File: config.mk
export PLATFORM = sky130hd
export DESIGN_NAME = sopc_boot_ctrl
export DESIGN_NICKNAME = d
export VERILOG_FILES = /design/src/rtl/sopc_boot_ctrl_pkg.sv /design/src/rtl/sopc_cycle_counter.sv /design/src/rtl/sopc_boot_ctrl.sv
export SDC_FILE = /design/constraint.sdc
export NUM_CORES = 1
export LEC_CHECK = 0
export ABC_AREA = 1
export CORE_AREA = 2 2 141 143
export CTS_CLUSTER_DIAMETER = 50
export DETAILED_ROUTE_END_ITERATION = 8
export DIE_AREA = 0 0 143 145
export PLACE_DENSITY = 0.74
export SYNTH_ARGS = -nofsm -noshare
export SYNTH_HDL_FRONTEND = slang
export SYNTH_SLANG_ARGS = --single-unit
export TNS_END_PERCENT = 10
File: constraint.sdc
create_clock -name clk -period 1.6 [get_ports clk]
set_input_delay 0.16 -clock clk [delete_from_list [all_inputs] [get_ports clk]]
set_output_delay 0.16 -clock clk [all_outputs]
set_load 0.005 [all_outputs]
File: src/rtl/sopc_boot_ctrl_pkg.sv
// sopc_boot_ctrl_pkg
//   Shared definitions for the SOPC boot/run/dump sequencer:
//   - sequencer state and dump phase encodings
//   - default data-path widths
//   - reset polarity constants (match `RstEnable / `RstDisable of the core)
package sopc_boot_ctrl_pkg;

  localparam int ADDR_W_DEF = 10;
  localparam int DATA_W_DEF = 32;
  localparam int REG_AW_DEF = 5;

  localparam logic RST_ENABLE  = 1'b1;
  localparam logic RST_DISABLE = 1'b0;

  typedef enum logic [2:0] {
    ST_IDLE,
    ST_LOAD,
    ST_HOLD,
    ST_RUN,
    ST_DUMP,
    ST_DONE
  } boot_state_e;

  // PH_ADDR: debug address presented, read data captured at end of cycle.
  // PH_BEAT: captured value offered on the result stream.
  typedef enum logic {
    PH_ADDR,
    PH_BEAT
  } dump_phase_e;

endpackage

File: src/rtl/sopc_cycle_counter.sv
// sopc_cycle_counter
//   Saturating up-counter with synchronous clear and enable.
//   Ports:
//     clk, rst  - clock, synchronous active-high reset
//     clr       - synchronous clear (to zero)
//     en        - count enable
//     terminal  - compare value
//     count     - current count
//     at_term   - count == terminal (combinational on the registered count)
module sopc_cycle_counter
  import sopc_boot_ctrl_pkg::*;
#(
  parameter int CNT_W = 32
) (
  input  logic             clk,
  input  logic             rst,
  input  logic             clr,
  input  logic             en,
  input  logic [CNT_W-1:0] terminal,
  output logic [CNT_W-1:0] count,
  output logic             at_term
);

  logic [CNT_W-1:0] count_reg;

  always_ff @(posedge clk) begin
    if (rst == RST_ENABLE || clr) begin
      count_reg <= '0;
    end else if (en && count_reg != '1) begin
      // Hold at all-ones instead of wrapping.
      count_reg <= count_reg + CNT_W'(1);
    end
  end

  assign count   = count_reg;
  assign at_term = (count_reg == terminal);

endmodule

File: src/rtl/sopc_boot_ctrl.sv
// sopc_boot_ctrl
//   Boot sequencer for the minimal SOPC: loads a program image into the
//   instruction ROM, holds the core in reset, runs it until halt or budget
//   expiry, then freezes it and streams out the first DUMP_REGS registers.
//   Ports:
//     clk, rst                  - clock, synchronous active-high reset
//     start                     - begin a load (honoured in IDLE / DONE)
//     ld_valid/ready/data/last  - program image stream in
//     rom_we/addr/wdata         - instruction ROM write port
//     cpu_rst, cpu_stall        - core control
//     cpu_halt                  - core halted
//     dbg_raddr, dbg_rdata      - register-file debug read port
//     res_valid/ready/idx/data  - register dump stream out
//     busy, done, timeout       - status
//     load_words, cycles        - last load size, last run length
module sopc_boot_ctrl
  import sopc_boot_ctrl_pkg::*;
#(
  parameter int ADDR_W      = ADDR_W_DEF,
  parameter int DATA_W      = DATA_W_DEF,
  parameter int REG_AW      = REG_AW_DEF,
  parameter int HOLD_CYCLES = 2,
  parameter int RUN_CYCLES  = 100,
  parameter int DUMP_REGS   = 8,
  parameter int CNT_W       = 32
) (
  input  logic              clk,
  input  logic              rst,
  input  logic              start,
  input  logic              ld_valid,
  output logic              ld_ready,
  input  logic [DATA_W-1:0] ld_data,
  input  logic              ld_last,
  output logic              rom_we,
  output logic [ADDR_W-1:0] rom_addr,
  output logic [DATA_W-1:0] rom_wdata,
  output logic              cpu_rst,
  output logic              cpu_stall,
  input  logic              cpu_halt,
  output logic [REG_AW-1:0] dbg_raddr,
  input  logic [DATA_W-1:0] dbg_rdata,
  output logic              res_valid,
  input  logic              res_ready,
  output logic [REG_AW-1:0] res_idx,
  output logic [DATA_W-1:0] res_data,
  output logic              busy,
  output logic              done,
  output logic              timeout,
  output logic [ADDR_W:0]   load_words,
  output logic [CNT_W-1:0]  cycles
);

  localparam logic [ADDR_W-1:0] ADDR_MAX  = '1;
  localparam logic [REG_AW-1:0] LAST_IDX  = REG_AW'(DUMP_REGS - 1);
  localparam logic [CNT_W-1:0]  HOLD_TERM = CNT_W'(HOLD_CYCLES - 1);
  localparam logic [CNT_W-1:0]  RUN_TERM  = CNT_W'(RUN_CYCLES - 1);

  boot_state_e       state_reg, state_next;
  dump_phase_e       phase_reg;
  logic [ADDR_W-1:0] addr_reg;
  logic [ADDR_W:0]   load_words_reg;
  logic              rom_we_reg;
  logic [ADDR_W-1:0] rom_addr_reg;
  logic [DATA_W-1:0] rom_wdata_reg;
  logic              timeout_reg;
  logic [REG_AW-1:0] idx_reg;
  logic [DATA_W-1:0] res_data_reg;

  logic              start_ok;
  logic              accept;
  logic              hold_at_term;
  logic              run_at_term;
  logic [CNT_W-1:0]  hold_count_unused;  // only the terminal flag ends HOLD

  assign start_ok = start && (state_reg == ST_IDLE || state_reg == ST_DONE);
  assign accept   = ld_valid && (state_reg == ST_LOAD);

  // HOLD counter restarts from zero every time HOLD is entered.
  sopc_cycle_counter #(.CNT_W(CNT_W)) u_hold_cnt (
    .clk      (clk),
    .rst      (rst),
    .clr      (state_reg != ST_HOLD),
    .en       (state_reg == ST_HOLD),
    .terminal (HOLD_TERM),
    .count    (hold_count_unused),
    .at_term  (hold_at_term)
  );

  // RUN counter is cleared only by a new start so the last run length is
  // still visible in DUMP and DONE. Terminal compare uses the pre-increment
  // value: the cycle whose increment reaches RUN_CYCLES is the last RUN cycle.
  sopc_cycle_counter #(.CNT_W(CNT_W)) u_run_cnt (
    .clk      (clk),
    .rst      (rst),
    .clr      (start_ok),
    .en       (state_reg == ST_RUN),
    .terminal (RUN_TERM),
    .count    (cycles),
    .at_term  (run_at_term)
  );

  always_ff @(posedge clk) begin
    if (rst == RST_ENABLE) begin
      state_reg <= ST_IDLE;
    end else begin
      state_reg <= state_next;
    end
  end

  always_comb begin
    state_next = state_reg;
    ld_ready   = 1'b0;
    cpu_rst    = 1'b0;
    cpu_stall  = 1'b0;
    busy       = 1'b0;
    done       = 1'b0;
    res_valid  = 1'b0;
    case (state_reg)
      ST_IDLE: begin
        cpu_rst = 1'b1;
        if (start) state_next = ST_LOAD;
      end
      ST_LOAD: begin
        cpu_rst  = 1'b1;
        ld_ready = 1'b1;
        busy     = 1'b1;
        // Last word, or the ROM is full: stop accepting.
        if (ld_valid && (ld_last || addr_reg == ADDR_MAX)) state_next = ST_HOLD;
      end
      ST_HOLD: begin
        cpu_rst = 1'b1;
        busy    = 1'b1;
        if (hold_at_term) state_next = ST_RUN;
      end
      ST_RUN: begin
        busy = 1'b1;
        if (cpu_halt || run_at_term) state_next = ST_DUMP;
      end
      ST_DUMP: begin
        busy      = 1'b1;
        cpu_stall = 1'b1;
        res_valid = (phase_reg == PH_BEAT);
        if (phase_reg == PH_BEAT && res_ready && idx_reg == LAST_IDX) state_next = ST_DONE;
      end
      ST_DONE: begin
        done      = 1'b1;
        cpu_stall = 1'b1;
        if (start) state_next = ST_LOAD;
      end
      default: begin
        cpu_rst    = 1'b1;
        state_next = ST_IDLE;
      end
    endcase
  end

  always_ff @(posedge clk) begin
    if (rst == RST_ENABLE) begin
      phase_reg      <= PH_ADDR;
      addr_reg       <= '0;
      load_words_reg <= '0;
      rom_we_reg     <= 1'b0;
      rom_addr_reg   <= '0;
      rom_wdata_reg  <= '0;
      timeout_reg    <= 1'b0;
      idx_reg        <= '0;
      res_data_reg   <= '0;
    end else begin
      // ROM write is the registered image of an accepted word.
      rom_we_reg <= accept;
      if (accept) begin
        rom_addr_reg   <= addr_reg;
        rom_wdata_reg  <= ld_data;
        addr_reg       <= addr_reg + ADDR_W'(1);
        load_words_reg <= load_words_reg + (ADDR_W+1)'(1);
      end
      if (start_ok) begin
        addr_reg       <= '0;
        load_words_reg <= '0;
        timeout_reg    <= 1'b0;
      end
      // Halt has priority over budget expiry.
      if (state_reg == ST_RUN && !cpu_halt && run_at_term) timeout_reg <= 1'b1;
      if (state_reg == ST_RUN && state_next == ST_DUMP) begin
        idx_reg   <= '0;
        phase_reg <= PH_ADDR;
      end
      if (state_reg == ST_DUMP) begin
        if (phase_reg == PH_ADDR) begin
          res_data_reg <= dbg_rdata;
          phase_reg    <= PH_BEAT;
        end else if (res_ready) begin
          phase_reg <= PH_ADDR;
          if (idx_reg != LAST_IDX) idx_reg <= idx_reg + REG_AW'(1);
        end
      end
    end
  end

  assign rom_we     = rom_we_reg;
  assign rom_addr   = rom_addr_reg;
  assign rom_wdata  = rom_wdata_reg;
  assign dbg_raddr  = idx_reg;
  assign res_idx    = idx_reg;
  assign res_data   = res_data_reg;
  assign timeout    = timeout_reg;
  assign load_words = load_words_reg;

endmodule

==> impl_metrics.ini, run 1 <==
[global_routing]
grt-ovfl-total = 0
grt_max_degree = 44
grt_util_all_layers_pct = 25.7
grt_pass1_vias = 8902
grt_first_pass_wirelength_um = 43200
antenna_found_initial = 0

[layout]
multi_input_area_mm2 = 0.00512
fin_cells = 1904
antenna_cells = 0
fin_nets = 1703
nFillCells = 1568
area_growth_pct = 53.0
seq_area_mm2 = 0.00346
drive_gt1_share_pct = 24.8

[die]
start_util_pct = 45.4
pin_count = 206
std_cell_rows = 51
die_w_um = 143
coreArea_mm2 = 0.0192
die_y_um = 145
die_area_mm2 = 0.0207

[clock_tree]
numCtsBuffers = 17
htree_num_levels = 4
cts.clk_slew.worst_paths_ns = 0.08
cts.sinks = 170
clock_latency_ns = 0.45
cts_tree = built
root_buffer = clkbuf_16
clk_path_buf_depth = 2

[sta]
timing.final.ws_setup_ns = -0.0102
rsz0062_at_grt = true
timing.final.crit_share_pct = 101
tns_ns = -0.0227
layout_min_cycle_time_ns = 1.61
slew_headroom_pct = 70.9
hold_violations = 0
max_freq_mhz = 621
final.setup_skew_ns = 0.0121
setup_viol = 3
maxSlewViolCount = 0
worst_slew_pin_slew_ns = 0.437
hold_ws_ns = 0.283

[critical_path]
worstSetupPathType = reg -> reg
r2r-end = u_run_cnt.count[26]$_SDFFE_PP0P_
max_stage_delay_ns = 0.38
worst_path_max_delay_cell = a21boi_4
path_max_fanout = 9
crit_chain = nand2_1, nor2_2, nand2_2, nor2_8, buf_4, a21boi_4, nand2_1, a21oi_2
ff2ff_path_depth = 8
path_common_cell = nand2_1
r2r_setup_slack_ns = -0.01
critPathRequiredTime_ns = 1.98
cp-endpoint = u_run_cnt.count[26]$_SDFFE_PP0P_
cp_top_family = simple AND/OR/NAND/NOR gates
crit_cells = 8
r2r-start = u_run_cnt.count[9]$_SDFFE_PP0P_
crit_buf_inv = 1
crit_arrival_ns = 1.99
critPathLaunch = u_run_cnt.count[9]$_SDFFE_PP0P_
endpoint_kind = register
worst_setup_path_start_kind = register

[routing]
routedWlPerCell_um = 14.6
dr.pass1.iters = 5
route.detailed.drc = 0
detail-route-antenna-nets = 0
drtIter0Drc = 678
drt_wl_total_um = 27800
vias_per_cell = 5.08
vias = 9680

[pwr]
powerDensity_mw_per_mm2 = 734
p_total_w = 0.00978
irDropWorstVdd_uv = 807
p_leak_nw = 5.13

[yosys]
syn-mean-instance-area_um2 = 6.72
synth-seq-cells = 170
synthCells = 1296
yosysSeqAreaShare_pct = 39.1
yosysTopAreaCell = dfxtp_1
synth_cell_types = 38
syn_area_mm2 = 0.00871
synth_top_cells_by_area = dfxtp_1, nand2_1, nor2_1, a21oi_1, nand3_1
syn_nets = 1373
synth_warnings = 0
synth_top_cell_area_share_pct = 39.1

[run_status]
violations = setup timing
status = complete, but fails checks

[job]
max_cap_violations = 0

[worst_hold_path]
hp-class = in -> reg

[placement]
dp_hpwl_um = 18900
portBuffers = 205
place_ws_ns = -0.315
dp.cells = 1853
place_congestion = 0.909
-- cells in the mapped netlist, drive strengths merged --
cell    count
dfxtp     170
o21ai      58
o31ai       1
inv       101
nor2      225
nor3       32
nor4        3
buf        25
nand3b      6
nand3      85
a31oi       1
and3        1
xor2       27
xnor2       8
ha          6
clkinv      1
clkbuf     26
or2         1
a21boi      1
a21oi     125
nand2     380
nand4      13
-- worst min-delay path by stage --
stage                                   from                         to  cells past startpoint
finish                          dbg_rdata[6]   res_data[6]$_SDFFE_PP0P_                      3
global route                    dbg_rdata[4]   res_data[4]$_SDFFE_PP0P_                      3
CTS                            dbg_rdata[24]  res_data[24]$_SDFFE_PP0P_                      3
detailed placement  res_data[9]$_SDFFE_PP0P_   res_data[9]$_SDFFE_PP0P_                      2
global placement    res_data[6]$_SDFFE_PP0P_   res_data[6]$_SDFFE_PP0P_                      2
floorplan                       dbg_rdata[5]   res_data[5]$_SDFFE_PP0P_                      2
-- logic make-up (layout without fill, tap and decap cells) --
kind of cell	count (synthesis)	count (layout)	share of synthesized area, %
simple gates	746	749	36.6
xor+xnor	35	35	3.52
buf+inv	153	491	7.70
compound gates	186	188	12.2
flops	170	170	39.1
fa+ha+maj	6	6	0.862
-- per-layer routing --
layer	share of wire, %	global-route usage (%)	vias to the layer above
li1	-	-	4818
met1	42	32.7	4444
met2	48	42.3	337
met3	6.5	4.98	81
met4	3.3	10.9	0
met5	0	0	-
-- power breakdown --
part	leakage (nW)	switching [W]	internal, W
logic	3.43	0.000481	0.000530
registers	1.39	0.0000550	0.00433
clock network	0.308	0.00209	0.00229
total	5.13	0.00263	0.00715
-- through the flow --
stage	utilization, %	instance area, um^2
final	69.4	13300
after global routing	69.4	13300
after CTS	66.4	12700
after detailed placement	62.1	11900
after global placement	62.1	11900
after floorplan	-	8740
-- worst register-to-register path: stages (launching register included) --
cell and delay (ns):
dfxtp_1 0.31, nand2_1 0.15, nor2_2 0.08, nand2_2 0.15, nor2_8 0.05, buf_4 0.15
a21boi_4 0.38, nand2_1 0.15, a21oi_2 0.13
-- cell type report --
type | instances | share of cell area (%)
multi-input cells | 978 | 38.4
flip-flops and latches | 170 | 25.9
repair buffers | 357 | 25.5
clock buffers | 17 | 3.19
inverters | 102 | 2.95
well taps | 265 | 2.49
clock inverters | 15 | 1.60
-- cell usage in the layout (no fill, tap or decap), drive strengths merged, types with 3 or more instances in the layout --
cell type	n
inv	108
clkbuf	19
clkinv	8
dfxtp	170
nor3	32
dlygate4sd2	3
a21boi	3
dlymetal6s2s	12
ha	6
nand2	383
nand4	13
xor2	27
nor2	225
clkdlybuf4s50	183
xnor2	8
o21ai	58
buf	156
nand3	85
nor4	3
nand3b	6
a21oi	125
-- repair_timing --
action                                 in CTS  in global routing
gates resized for setup                    60                156
hold buffers                                1                  0
endpoints found under the hold margin       3                  0
setup endpoints to repair                  79                166
buffers inserted                            5                  5
pin swaps                                   9                 27
cloned                                      4                  4
No activity file was read; power rests on OpenSTA's default activity.
==> run 2: changes to the inputs <==
REMOVE_ABC_BUFFERS = 1   (was unset)
==> impl_metrics.ini, run 2 (synthesized netlist as in run 1, its figures left out) <==
[sta]
hold_violations = 0
rsz0062_at_grt = true
layout_min_cycle_time_ns = 1.65
timing.final.ws_setup_ns = -0.0469
worst_slew_pin_slew_ns = 0.346
max_freq_mhz = 607
maxSlewViolCount = 0
slew_headroom_pct = 76.7
timing.final.crit_share_pct = 103
final.setup_skew_ns = 0.0138
setup_viol = 38

[worst_hold_path]
hold_depth = 3
hold_start = dbg_rdata[5]
hp-class = in -> reg
min_to = res_data[5]$_SDFFE_PP0P_

[critical_path]
path_max_fanout = 3
r2r-start = u_run_cnt.count[1]$_SDFFE_PP0P_
crit_arrival_ns = 1.98
critPathRequiredTime_ns = 1.93
worst_setup_path_start_kind = register
endpoint_kind = register
r2r_setup_slack_ns = -0.05
worstSetupPathType = reg -> reg
r2r-end = u_run_cnt.count[18]$_SDFFE_PP0P_
ff2ff_path_depth = 10

[pwr]
p_leak_nw = 5.20
p_clk_share_pct = 42.9
irDropWorstVdd_uv = 706
powerDensity_mw_per_mm2 = 709
pwr-share-seq_pct = 46.1
switching_share_pct = 26.8
combinationalPowerShare_pct = 10.9
internal_power_w = 0.00697
switching_power_w = 0.00256

[routing]
detail-route-antenna-nets = 0
drt_wl_total_um = 28700
dr.pass1.iters = 5
route.detailed.drc = 0
vias = 9839
vias_per_cell = 5.12
routedWlPerCell_um = 14.9
drtIter0Drc = 736

[global_routing]
grt_first_pass_wirelength_um = 44600
antenna_found_initial = 0
grt_util_all_layers_pct = 26.4
grt-ovfl-total = 0
grt_pass1_vias = 9105
grt_max_degree = 44

[layout]
fin_nets = 1720
final_cell_mix = nand2_1, nor2_1, clkdlybuf4s50_1
drive_gt1_share_pct = 24.9
post-route-util_pct = 69.9
fin_cells = 1921
final_common_cell = nand2_1
antenna_cells = 0
area_growth_pct = 54.1

[die]
coreArea_mm2 = 0.0192
die_w_um = 143
die_area_mm2 = 0.0207
start_util_pct = 45.4
std_cell_rows = 51
die_y_um = 145
pin_count = 206

[placement]
place_congestion = 0.931
dp_hpwl_um = 19500
place_ws_ns = -0.394
portBuffers = 205
dp.cells = 1861

[clock_tree]
root_buffer = clkbuf_16
cts.clk_slew.worst_paths_ns = 0.07
clk_path_buf_depth = 2
numCtsBuffers = 17
clock_latency_ns = 0.44
cts.sinks = 170
htree_num_levels = 4
cts_tree = built
cts_hold_buffers = 0

[job]
max_cap_violations = 0

[run_status]
violations = setup timing
status = complete, but fails checks
==> run 2: cell count changes in the layout (fill, tap and decap cells not counted), sizes merged, moves of 2 or more <==
cell           change
clkinv             -3
clkdlybuf4s50      +3
dlygate4sd2        -2
clkinvlp           +3
buf               +18
==> run 2: final cells by class <==
class	instances	area, um^2
multi-input combinational	977	5100
tap	265	332
timing repair buffer	375	3580
clock buffer	18	429
sequential	170	3440
inverter	102	390
fill	1565	5780
clock inverter	14	154
==> run 2: power groups by stage <==
stage                     clock (W)  sequential (W)  combinational [W]
after floorplan                   0         0.00450           0.000325
after global placement            0         0.00449           0.000945
after detailed placement          0         0.00449           0.000953
after CTS                   0.00414         0.00440           0.000981
after global routing        0.00431         0.00441            0.00112
final                       0.00409         0.00440            0.00104
==> run 2: metrics by stage <==
stage	area, um^2	hold slack (ns)	setup TNS, ns	power (W)
floorplan	8430	0.229	-133.37	0.00482
global placement	12000	0.446	-11.67	0.00543
detailed placement	12000	0.451	-15.52	0.00544
CTS	12900	0.284	-1.08	0.00952
global route	13400	0.289	-6.07	0.00984
finish	13400	0.289	-0.535	0.00953
==> run 2: timing repair <==
action                                  4_1_cts  5_1_grt
setup buffers                                10       11
resized for setup                            73      135
cloned                                        4        3
endpoints found under the setup margin      129      178
pin swaps                                    28       45
==> run 2: worst max path at each step <==
stage,slack [ns],startpoint,end
after floorplan,-1.72,state_reg[0]$_SDFF_PP0_,addr_reg[4]$_SDFFE_PP0P_
after global placement,-0.35,u_run_cnt.count[0]$_SDFFE_PP0P_,u_run_cnt.count[2]$_SDFFE_PP0P_
after detailed placement,-0.39,u_run_cnt.count[0]$_SDFFE_PP0P_,u_run_cnt.count[2]$_SDFFE_PP0P_
after CTS,-0.05,state_reg[1]$_SDFF_PP0_,cpu_rst
after global routing,-0.15,u_run_cnt.count[4]$_SDFFE_PP0P_,u_run_cnt.count[23]$_SDFFE_PP0P_
final,-0.05,u_run_cnt.count[1]$_SDFFE_PP0P_,u_run_cnt.count[18]$_SDFFE_PP0P_
==> run 2: routing by layer <==
metal	wire length [um]	share of wire, %	track usage, %
met4	765	2.7	9.06
met3	1670	5.8	5.64
met1	12000	42	33.1
met2	14300	50	44.7
met5	0	0	0
==> run 2: worst max-delay path, cell delays in order (launching register included) <==
cell and delay, ns:
dfxtp_2 0.36, ha_4 0.15, inv_4 0.04, nor3_4 0.21, nand2_4 0.12, nor2_8 0.11
buf_4 0.13, a21boi_4 0.07, buf_4 0.15, a21oi_1 0.13, nor2_1 0.06
==> run 3: changes to the inputs <==
CORE_AREA = 2 2 131 133   (was 2 2 141 143)
DIE_AREA = 0 0 133 135   (was 0 0 143 145)
DONT_BUFFER_PORTS = 1   (was unset)
PLACE_DENSITY = 0.72   (was 0.74)
SYNTH_HIERARCHICAL = 1   (was unset)
==> impl_metrics.ini, run 3 <==
[die]
coreArea_mm2 = 0.0164
die_y_um = 135
pin_count = 206
die_w_um = 133
std_cell_rows = 47
start_util_pct = 57.3
die_area_mm2 = 0.0180

[yosys]
synth_cell_types = 44
synth_top_cell_area_share_pct = 36.2
yosysMostFrequentCell = nand2_1
synth_warnings = 6
yosysTopAreaCell = dfxtp_1
synth-seq-cells = 170
yosysSeqAreaShare_pct = 36.2
synthTopCellsByCount = nand2_1, nor2_1, dfxtp_1
syn-mean-instance-area_um2 = 7.01
syn_area_mm2 = 0.00940
synthCells = 1341
synth_top_cells_by_area = dfxtp_1, nand2_1, nor2_1, nand3_1, a21oi_1
synthArstFlopShare_pct = 0
synth_edf_count = 0
ys.flop_type = dfxtp_1

[sta]
setup_viol = 9
hold_violations = 53
hold_ws_ns = -0.214
final.setup_skew_ns = 0.0117
tns_ns = -0.277
max_freq_mhz = 588
timing.final.ws_setup_ns = -0.102
timing.final.crit_share_pct = 106
maxSlewViolCount = 0
layout_min_cycle_time_ns = 1.70
rsz0062_at_grt = true

[layout]
fin_cells = 1797
area_growth_pct = 30.8
final_common_cell = nand2_1
final_cell_mix = nand2_1, nor2_1, buf_4
drive_gt1_share_pct = 26.4
fin_nets = 1640
antenna_cells = 0

[pwr]
p_leak_nw = 4.76
internal_power_w = 0.00680
switching_share_pct = 28.1
combinationalPowerShare_pct = 8.5
p_total_w = 0.00945
switching_power_w = 0.00265
p_clk_share_pct = 44.8
powerDensity_mw_per_mm2 = 769
irDropWorstVdd_uv = 798
pwr-share-seq_pct = 46.7

[critical_path]
r2r_setup_slack_ns = -0.10
worstSetupPathType = reg -> reg
critPathRequiredTime_ns = 1.98
worst_setup_path_start_kind = register
crit_arrival_ns = 2.08
path_max_fanout = 3
endpoint_kind = register

[clock_tree]
root_buffer = clkbuf_16
cts_hold_buffers = 33
cts_tree = built
numCtsBuffers = 17
cts.sinks = 170
cts.clk_slew.worst_paths_ns = 0.07
htree_num_levels = 4
clock_latency_ns = 0.44
clk_path_buf_depth = 2

[routing]
detail-route-antenna-nets = 0
drtIter0Drc = 801
vias = 9560
route.detailed.drc = 0
dr.pass1.iters = 5
routedWlPerCell_um = 15.1
vias_per_cell = 5.32
drt_wl_total_um = 27100

[placement]
portBuffers = 0
dp.cells = 1720
place_congestion = 0.920
dp_hpwl_um = 18500

[global_routing]
grt_util_all_layers_pct = 28.2
grt_pass1_vias = 8772
grt_first_pass_wirelength_um = 41400
antenna_found_initial = 0
grt_max_degree = 48
grt-ovfl-total = 0

[worst_hold_path]
hp-class = in -> reg

[run_status]
violations = hold timing, setup timing
status = complete, but fails checks

[job]
max_cap_violations = 0
[run 3: cell count changes after synthesis, sizes merged, moves of 19 or more]
cell and change:
a21oi -19, nor3 -20, xnor2 +47, nand4 +25, nor2 +76, nand3 +36
nand2 -81
[run 3: power by group through the flow]
stage / clock, W / sequential, W / combinational (W)
global placement: 0 / 0.00452 / 0.000655
detailed placement: 0 / 0.00452 / 0.000672
floorplan: 0 / 0.00450 / 0.000463
finish: 0.00424 / 0.00441 / 0.000802
global route: 0.00445 / 0.00442 / 0.000882
CTS: 0.00427 / 0.00442 / 0.000750
[run 3: final cells by class]
| class | count | area [um^2] |
|---|---|---|
| Clock inverter | 15 | 189 |
| Fill cell | 1209 | 4110 |
| Inverter | 90 | 344 |
| Clock buffer | 17 | 425 |
| Multi-Input combinational cell | 1096 | 5900 |
| Sequential cell | 170 | 3470 |
| Timing Repair Buffer | 189 | 1690 |
| Tap cell | 220 | 275 |
[run 3: logic make-up after synthesis]
family          count (synthesis)  synth area share (%)
simple gates                  784                  39.1
flops                         170                  36.2
compound gates                168                  9.57
buf+inv                       145                  8.13
xor+xnor                       67                  6.24
fa+ha+maj                       5                 0.665
other cells                     2                0.0799
[run 3: worst paths after layout]
path / start / endpoint / cells past startpoint
max: u_hold_cnt/count[1]$_SDFFE_PP0P_ / state_reg[0]$_SDFF_PP0_ / 12
min: rst / res_data[14]$_SDFFE_PP0P_ / 1
max reg2reg: u_hold_cnt/count[1]$_SDFFE_PP0P_ / state_reg[0]$_SDFF_PP0_ / 12
min reg2reg: res_data[11]$_SDFFE_PP0P_ / res_data[11]$_SDFFE_PP0P_ / 2
[run 3: layer usage]
layer,GRT usage [%],wire (um)
met5,0,0
met3,6.76,1790
met1,31.9,10600
met4,9.92,747
met2,51.7,14000
[run 3: stage by stage]
stage | area [um^2] | util (%) | worst slack (ns)
2_1_floorplan | 9230 | - | -0.530
5_1_grt | 12300 | 74.9 | -0.261
3_3_place_gp | 10800 | 65.6 | -0.209
6_report | 12300 | 74.9 | -0.102
3_5_place_dp | 10800 | 65.6 | -0.249
4_1_cts | 11800 | 72.1 | -0.0309
[run 3: timing repair]
item	4_1_cts	5_1_grt
cloned	1	2
gates resized for setup	38	137
setup endpoints to repair	73	98
pin swaps	19	37
hold endpoints to repair	86	53
buffers inserted	3	7
[run 3: critical path, stage by stage (launching register included)]
cell	delay [ns]
dfxtp_2	0.34
or2_2	0.30
a21oi_1	0.19
nand2_1	0.12
nor2_1	0.10
nand2_1	0.07
nor2_2	0.11
inv_1	0.05
nor2_1	0.10
nor2_1	0.05
nand3_1	0.08
nor2_1	0.05
nor2_1	0.08
